[src/rtl/galaksija_pkg.sv]
`default_nettype none
// ============================================================================
// Module      : galaksija_pkg
// Description : Shared types and default timing for the Galaksija tape player.
// Revision    : 1.0 - initial release
// ============================================================================
package galaksija_pkg;

    // Tape buffer is 16 KB.
    localparam int TAPE_ADDR_W       = 14;

    // Default pulse timing in CPU clocks.
    localparam int TAPE_SLOT_CYCLES  = 2351;
    localparam int TAPE_PULSE_CYCLES = 655;
    localparam int TAPE_BYTE_GAP     = 13000;

    typedef enum logic [2:0] {
        IDLE  = 3'd0,
        FETCH = 3'd1,
        SEND  = 3'd2,
        GAP   = 3'd3,
        DONE  = 3'd4
    } tape_state_e;

    // A '1' bit pulses in sub-slots 0 and 2, a '0' bit in sub-slots 0 and 1.
    function automatic logic slot_active(input logic bit_val, input logic [1:0] slot);
        return bit_val ? ~slot[0] : ~slot[1];
    endfunction

endpackage : galaksija_pkg
`default_nettype wire

[src/rtl/galaksija_tape_bitcell.sv]
`default_nettype none
// ============================================================================
// Module      : galaksija_tape_bitcell
// Description : Generates the four-sub-slot pulse pattern for one tape bit.
//               start loads a bit and restarts the cell; cell_done is high
//               during the last cycle of sub-slot 3.
// Revision    : 1.0 - initial release
// ============================================================================
module galaksija_tape_bitcell
    import galaksija_pkg::*;
#(
    parameter int SLOT_CYCLES  = TAPE_SLOT_CYCLES,
    parameter int PULSE_CYCLES = TAPE_PULSE_CYCLES
) (
    input  logic clk,
    input  logic resetn,
    input  logic clear,
    input  logic start,
    input  logic bit_in,
    output logic cell_done,
    output logic level
);

    localparam int CNT_W = (SLOT_CYCLES > 2) ? $clog2(SLOT_CYCLES) : 1;
    localparam logic [CNT_W-1:0] c_slot_last = CNT_W'(SLOT_CYCLES - 1);
    localparam logic [CNT_W-1:0] c_pulse     = CNT_W'(PULSE_CYCLES);
    localparam logic [CNT_W-1:0] c_cnt_one   = CNT_W'(1);

    logic             r_busy;
    logic [CNT_W-1:0] r_cnt;
    logic [1:0]       r_slot;
    logic             r_bit;
    logic             r_level;

    logic             w_busy_nxt;
    logic [CNT_W-1:0] w_cnt_nxt;
    logic [1:0]       w_slot_nxt;
    logic             w_bit_nxt;
    logic             w_level_nxt;

    assign cell_done = r_busy && (r_slot == 2'd3) && (r_cnt == c_slot_last);
    assign level     = r_level;

    // Next counter/sub-slot state; level is derived from the next state so the
    // registered output lines up exactly with counter boundaries.
    always_comb begin
        w_busy_nxt = r_busy;
        w_cnt_nxt  = r_cnt;
        w_slot_nxt = r_slot;
        w_bit_nxt  = r_bit;
        if (clear) begin
            w_busy_nxt = 1'b0;
            w_cnt_nxt  = '0;
            w_slot_nxt = 2'd0;
            w_bit_nxt  = 1'b0;
        end else if (start) begin
            w_busy_nxt = 1'b1;
            w_cnt_nxt  = '0;
            w_slot_nxt = 2'd0;
            w_bit_nxt  = bit_in;
        end else if (cell_done) begin
            w_busy_nxt = 1'b0;
            w_cnt_nxt  = '0;
            w_slot_nxt = 2'd0;
        end else if (r_busy) begin
            if (r_cnt == c_slot_last) begin
                w_cnt_nxt  = '0;
                w_slot_nxt = r_slot + 2'd1;
            end else begin
                w_cnt_nxt  = r_cnt + c_cnt_one;
            end
        end
        w_level_nxt = ~(w_busy_nxt && slot_active(w_bit_nxt, w_slot_nxt) && (w_cnt_nxt < c_pulse));
    end

    // Cell state and registered pulse level; idle level is high.
    always_ff @(posedge clk or negedge resetn) begin
        if (!resetn) begin
            r_busy  <= 1'b0;
            r_cnt   <= '0;
            r_slot  <= 2'd0;
            r_bit   <= 1'b0;
            r_level <= 1'b1;
        end else begin
            r_busy  <= w_busy_nxt;
            r_cnt   <= w_cnt_nxt;
            r_slot  <= w_slot_nxt;
            r_bit   <= w_bit_nxt;
            r_level <= w_level_nxt;
        end
    end

endmodule : galaksija_tape_bitcell
`default_nettype wire

[src/rtl/galaksija_tape_player.sv]
`default_nettype none
// ============================================================================
// Module      : galaksija_tape_player
// Description : Cassette playback engine. Fetches bytes from the tape buffer
//               and serialises them LSB first into the Galaksija pulse
//               waveform on tape_bit.
// Revision    : 1.0 - initial release
// ============================================================================
module galaksija_tape_player
    import galaksija_pkg::*;
#(
    parameter int ADDR_W       = TAPE_ADDR_W,
    parameter int SLOT_CYCLES  = TAPE_SLOT_CYCLES,
    parameter int PULSE_CYCLES = TAPE_PULSE_CYCLES,
    parameter int BYTE_GAP     = TAPE_BYTE_GAP
) (
    input  logic              clk,
    input  logic              resetn,
    input  logic              enable,
    input  logic              download,
    input  logic              dl_wr,
    input  logic [ADDR_W-1:0] dl_addr,
    output logic [ADDR_W-1:0] buf_addr,
    input  logic [7:0]        buf_data,
    output logic              tape_bit,
    output logic              playing,
    output logic              done
);

    localparam int GAP_W = (BYTE_GAP > 2) ? $clog2(BYTE_GAP) : 1;
    localparam logic [GAP_W-1:0]  c_gap_last = GAP_W'(BYTE_GAP - 1);
    localparam logic [GAP_W-1:0]  c_gap_one  = GAP_W'(1);
    localparam logic [ADDR_W-1:0] c_addr_one = ADDR_W'(1);
    localparam logic [ADDR_W:0]   c_len_one  = (ADDR_W + 1)'(1);

    tape_state_e       r_state, w_state_nxt;
    logic [ADDR_W-1:0] r_buf_addr, w_addr_nxt;
    logic [ADDR_W:0]   r_length;
    logic              r_dl_prev;
    logic [7:0]        r_byte, w_byte_nxt;
    logic [2:0]        r_bit_idx, w_idx_nxt;
    logic              r_fetch_ph, w_ph_nxt;
    logic [GAP_W-1:0]  r_gap_cnt, w_gap_nxt;
    logic              r_playing;
    logic              r_done;

    logic              w_abort;
    logic              w_start;
    logic              w_bit_in;
    logic              w_cell_done;
    logic              w_level;
    logic              w_dl_rise;
    logic [ADDR_W:0]   w_dl_len;
    logic [ADDR_W:0]   w_len_base;

    assign w_abort    = download | ~enable;
    assign w_dl_rise  = download & ~r_dl_prev;
    assign w_dl_len   = {1'b0, dl_addr} + c_len_one;
    assign w_len_base = w_dl_rise ? '0 : r_length;

    assign buf_addr = r_buf_addr;
    assign tape_bit = w_level;
    assign playing  = r_playing;
    assign done     = r_done;

    // Track the highest written address; a new download restarts the count.
    always_ff @(posedge clk or negedge resetn) begin
        if (!resetn) begin
            r_length  <= '0;
            r_dl_prev <= 1'b0;
        end else begin
            r_dl_prev <= download;
            if (download && dl_wr && (w_dl_len > w_len_base)) begin
                r_length <= w_dl_len;
            end else if (w_dl_rise) begin
                r_length <= '0;
            end
        end
    end

    // Playback sequencing; abort (rewind) overrides every other transition.
    always_comb begin
        w_state_nxt = r_state;
        w_addr_nxt  = r_buf_addr;
        w_byte_nxt  = r_byte;
        w_idx_nxt   = r_bit_idx;
        w_ph_nxt    = r_fetch_ph;
        w_gap_nxt   = r_gap_cnt;
        w_start     = 1'b0;
        w_bit_in    = 1'b0;
        if (w_abort) begin
            w_state_nxt = IDLE;
            w_addr_nxt  = '0;
            w_idx_nxt   = 3'd0;
            w_ph_nxt    = 1'b0;
            w_gap_nxt   = '0;
        end else begin
            case (r_state)
                IDLE: begin
                    if (r_length != '0) begin
                        w_state_nxt = FETCH;
                        w_addr_nxt  = '0;
                        w_ph_nxt    = 1'b0;
                    end
                end
                FETCH: begin
                    // Phase 0 presents the address, phase 1 sees the data.
                    if (!r_fetch_ph) begin
                        w_ph_nxt    = 1'b1;
                    end else begin
                        w_ph_nxt    = 1'b0;
                        w_byte_nxt  = buf_data;
                        w_idx_nxt   = 3'd0;
                        w_start     = 1'b1;
                        w_bit_in    = buf_data[0];
                        w_state_nxt = SEND;
                    end
                end
                SEND: begin
                    if (w_cell_done) begin
                        if (r_bit_idx == 3'd7) begin
                            w_state_nxt = GAP;
                            w_gap_nxt   = '0;
                        end else begin
                            w_idx_nxt   = r_bit_idx + 3'd1;
                            w_start     = 1'b1;
                            w_bit_in    = r_byte[r_bit_idx + 3'd1];
                        end
                    end
                end
                GAP: begin
                    if (r_gap_cnt == c_gap_last) begin
                        // Stay on the last byte's address so buf_addr never
                        // passes length-1.
                        if (({1'b0, r_buf_addr} + c_len_one) == r_length) begin
                            w_state_nxt = DONE;
                        end else begin
                            w_state_nxt = FETCH;
                            w_addr_nxt  = r_buf_addr + c_addr_one;
                        end
                    end else begin
                        w_gap_nxt = r_gap_cnt + c_gap_one;
                    end
                end
                DONE: begin
                    w_state_nxt = DONE;
                end
                default: begin
                    w_state_nxt = IDLE;
                    w_addr_nxt  = '0;
                end
            endcase
        end
    end

    // Sequencer state and registered status outputs.
    always_ff @(posedge clk or negedge resetn) begin
        if (!resetn) begin
            r_state    <= IDLE;
            r_buf_addr <= '0;
            r_byte     <= 8'h00;
            r_bit_idx  <= 3'd0;
            r_fetch_ph <= 1'b0;
            r_gap_cnt  <= '0;
            r_playing  <= 1'b0;
            r_done     <= 1'b0;
        end else begin
            r_state    <= w_state_nxt;
            r_buf_addr <= w_addr_nxt;
            r_byte     <= w_byte_nxt;
            r_bit_idx  <= w_idx_nxt;
            r_fetch_ph <= w_ph_nxt;
            r_gap_cnt  <= w_gap_nxt;
            r_playing  <= (w_state_nxt == FETCH) || (w_state_nxt == SEND) || (w_state_nxt == GAP);
            r_done     <= (w_state_nxt == DONE);
        end
    end

    galaksija_tape_bitcell #(
        .SLOT_CYCLES  (SLOT_CYCLES),
        .PULSE_CYCLES (PULSE_CYCLES)
    ) u_bitcell (
        .clk       (clk),
        .resetn    (resetn),
        .clear     (w_abort),
        .start     (w_start),
        .bit_in    (w_bit_in),
        .cell_done (w_cell_done),
        .level     (w_level)
    );

endmodule : galaksija_tape_player
`default_nettype wire

[config.mk]
export PLATFORM = sky130hd
export DESIGN_NAME = galaksija_tape_player
export DESIGN_NICKNAME = d
export VERILOG_FILES = /design/src/rtl/galaksija_pkg.sv /design/src/rtl/galaksija_tape_bitcell.sv /design/src/rtl/galaksija_tape_player.sv
export SDC_FILE = /design/constraint.sdc
export NUM_CORES = 1
export LEC_CHECK = 0
export CORE_ASPECT_RATIO = 0.7
export CORE_MARGIN = 2
export CORE_UTILIZATION = 48
export CTS_CLUSTER_DIAMETER = 80
export CTS_CLUSTER_SIZE = 12
export DETAILED_ROUTE_END_ITERATION = 10
export PLACE_DENSITY = 0.68
export SYNTH_ARGS = -nofsm -noshare
export SYNTH_HDL_FRONTEND = slang
export SYNTH_SLANG_ARGS = --single-unit
[constraint.sdc]
create_clock -name clk -period 4 [get_ports clk]
set_input_delay 0.8 -clock clk [delete_from_list [all_inputs] [get_ports clk]]
set_output_delay 0.8 -clock clk [all_outputs]
set_load 0.005 [all_outputs]
==> impl_metrics.json <==
{
  "outcome": "complete, no violations",
  "drv_cap": 0,
  "ys_seq_area_frac": 0.356,
  "syn_area_per_cell_sq_um": 9.01,
  "slowest_delay_ns": 0.48,
  "syn_nets": 658,
  "port_buffers": 43,
  "cts_root_buffer": "clkbuf_16",
  "final_core_util": 0.591,
  "ctsHoldBuffers": 0,
  "core_sq_um": 11100,
  "path_class": "in2reg",
  "cp.depth": 15,
  "antenna_found_initial": 0,
  "slew_violations": 0,
  "synth_edf_count": 0,
  "clk_pin_slew_ns": 0.06,
  "hold-path-cell-count": 1,
  "cp_data_arrival_time_ns": 4.02,
  "grt_max_degree": 79,
  "numCtsBuffers": 9,
  "ys_types": 76,
  "crit_family": "simple AND/OR/NAND/NOR gates",
  "grt_pass1_vias": 4709,
  "gr-usage-all-layers": 0.230,
  "place_congestion": 0.915,
  "min_period_over_period": 0.951,
  "routed-via-count": 4850,
  "max_slew.worst_pin.slew_ns": 0.999,
  "placed_cells": 812,
  "fmax_mhz": 263,
  "clock_sinks": 78,
  "synth_area_sq_um": 5480,
  "timing_hold_violations_final": 0,
  "drc": 0,
  "hold_path.class": "reg2reg",
  "r2r_cells": 10,
  "powerDensity_nw_per_um2": 317,
  "crit_chain": "clkdlybuf4s50_1 > ha_1 > inv_1 > or2_2 > nor2_2 > nand4_1 > xnor2_2 > ha_1 > a21o_1 > a21o_1 > a21oi_2 > nor4bb_4 > a211oi_4 > buf_4 > mux2_2",
  "final_common_cell": "dfrtp_1",
  "routed_wirelength_microns": 13300,
  "fin_ws_ns": 0.197,
  "pre_cts_ws_ns": -0.394,
  "fp-row-count": 32,
  "final_nets": 722,
  "drive_gt1_frac": 0.158,
  "skew_ns": 0.00934,
  "p_leak_nw": 2.70,
  "avgViaCountPerCell": 5.84,
  "placed_area_sq_um": 6190,
  "whs_ns": 0.509,
  "crit_fanout": 5,
  "htree_levels": 3,
  "grt_overflow": 0,
  "final_cell_mix": "dfrtp_1 (77), nor2_1 (52), nand2_1 (50)",
  "yosys_most_used_dff": "dfrtp_1",
  "clk_latency_ns": 0.34,
  "grt_first_pass_wirelength_microns": 23000,
  "cp-end-kind": "flop",
  "async_reset_ff_frac": 1.00,
  "finalSetupTns_ns": 0,
  "fp.dieH_microns": 93.4,
  "cts_tree": "done",
  "stdcell_count": 830,
  "required_ns": 4.22,
  "syn_inst": 608,
  "firstDrtPassIters": 5,
  "crit_buf_inv": 3,
  "final_area_sq_um": 6530,
  "max-vdd-ir-drop_mv": 0.189,
  "dieArea_sq_um": 12300,
  "initialDrtViolationCount": 478,
  "io_pins": 44,
  "setup_violations": 0,
  "maxSlewHeadroom": 0.334,
  "min_period_ns": 3.80,
  "start_util": 0.496,
  "crit_path_start_kind": "input pin",
  "wire_per_inst_microns": 16.1,
  "ys_warn_count": 0,
  "ys_seq_elements": 78,
  "power_mw": 2.07,
  "ant_nets": 0,
  "grt_setup_unrepaired": "no",
  "antenna_cells": 0,
  "crit_path_top_delay_cell": "clkdlybuf4s50_1",
  "fp.dieW_microns": 132,
  "hpwl_microns": 9760,
  "syn_to_final_growth_pct": 19.2,
  "clockBufferDepth": 2
}
power breakdown:
group	switching (mW)	leakage, nW	total, mW	internal [mW]
Sequential	0.0435	1.07	0.870	0.826
Combinational	0.199	1.49	0.397	0.197
Clock	0.345	0.139	0.805	0.460
Total	0.588	2.70	2.07	1.48
cells in the mapped netlist (all sizes together), types with 7 or more instances:
library cell	n	area (sq um)
clkbuf	19	111
o21ai	47	235
inv	26	97.6
a21o	10	76.3
or4	8	68.8
a21oi	24	120
nor3	18	101
xnor2	28	245
and2	16	100
dfrtp	77	1930
mux2	21	236
xor2	15	131
nand3	26	143
ha	23	288
nor2	54	210
nor2b	7	43.8
o211ai	10	75.1
nand2	51	194
and3	14	92.6
nor4	9	71.3
nand4	14	93.8
final cells by class:
class	instances	area, sq um
timing repair buffer	78	691
fill	941	4520
clock buffer	11	253
tap	153	191
sequential	78	1950
multi-input combinational	479	3300
inverter	26	97.6
clock inverter	5	41.3
path summary, 6_finish.rpt:
kind	start	to	slack, ns
setup / recovery	dl_addr[0]	r_length[5]	0.20
hold / removal	r_byte[2]	r_byte[2]	0.51
setup reg to reg	buf_addr[0]	buf_addr[13]	0.87
hold reg to reg	r_byte[2]	r_byte[2]	0.51
max in group asynchronous	resetn	buf_addr[1]	2.72
min in group asynchronous	resetn	buf_addr[13]	0.60
routing by layer:
metal | track usage | share of wire | vias up
li1 | - | - | 2340
met1 | 0.345 | 0.51 | 2340
met2 | 0.339 | 0.42 | 151
met3 | 0.0444 | 0.060 | 19
met4 | 0.0571 | 0.012 | 0
met5 | 0 | 0 | -
flip-flops by register name, summed over array words and instances (netlist names):
signal / count
buf_addr: 14
r_dl_prev: 1
r_gap_cnt: 14
u_bitcell.r_cnt: 12
r_byte: 8
r_bit_idx: 3
u_bitcell.r_slot: 2
r_state: 3
r_length: 15
u_bitcell.r_busy: 1
u_bitcell.level: 1
done: 1
r_fetch_ph: 1
playing: 1
u_bitcell.r_bit: 1
cell families (layout without fill, tap and decap cells):
family                     after synthesis  after routing  share of synthesized area
adders and majority gates               23             23                     0.0525
muxes                                   29             29                     0.0623
AOI/OAI and AO/OA                      131            131                      0.155
and+or+nand+nor                        253            253                      0.257
DFF                                     78             78                      0.356
xor gates and xnor gates                43             43                     0.0687
buffers and inverters                   51            120                     0.0482
repair_timing:
action	4_1_cts	5_1_grt
buffers inserted	0	2
pin swaps	1	1
endpoints found under the setup margin	5	15
resized for setup	3	3
endpoints found under the hold margin	0	0
(Power assumes the default switching activity.)
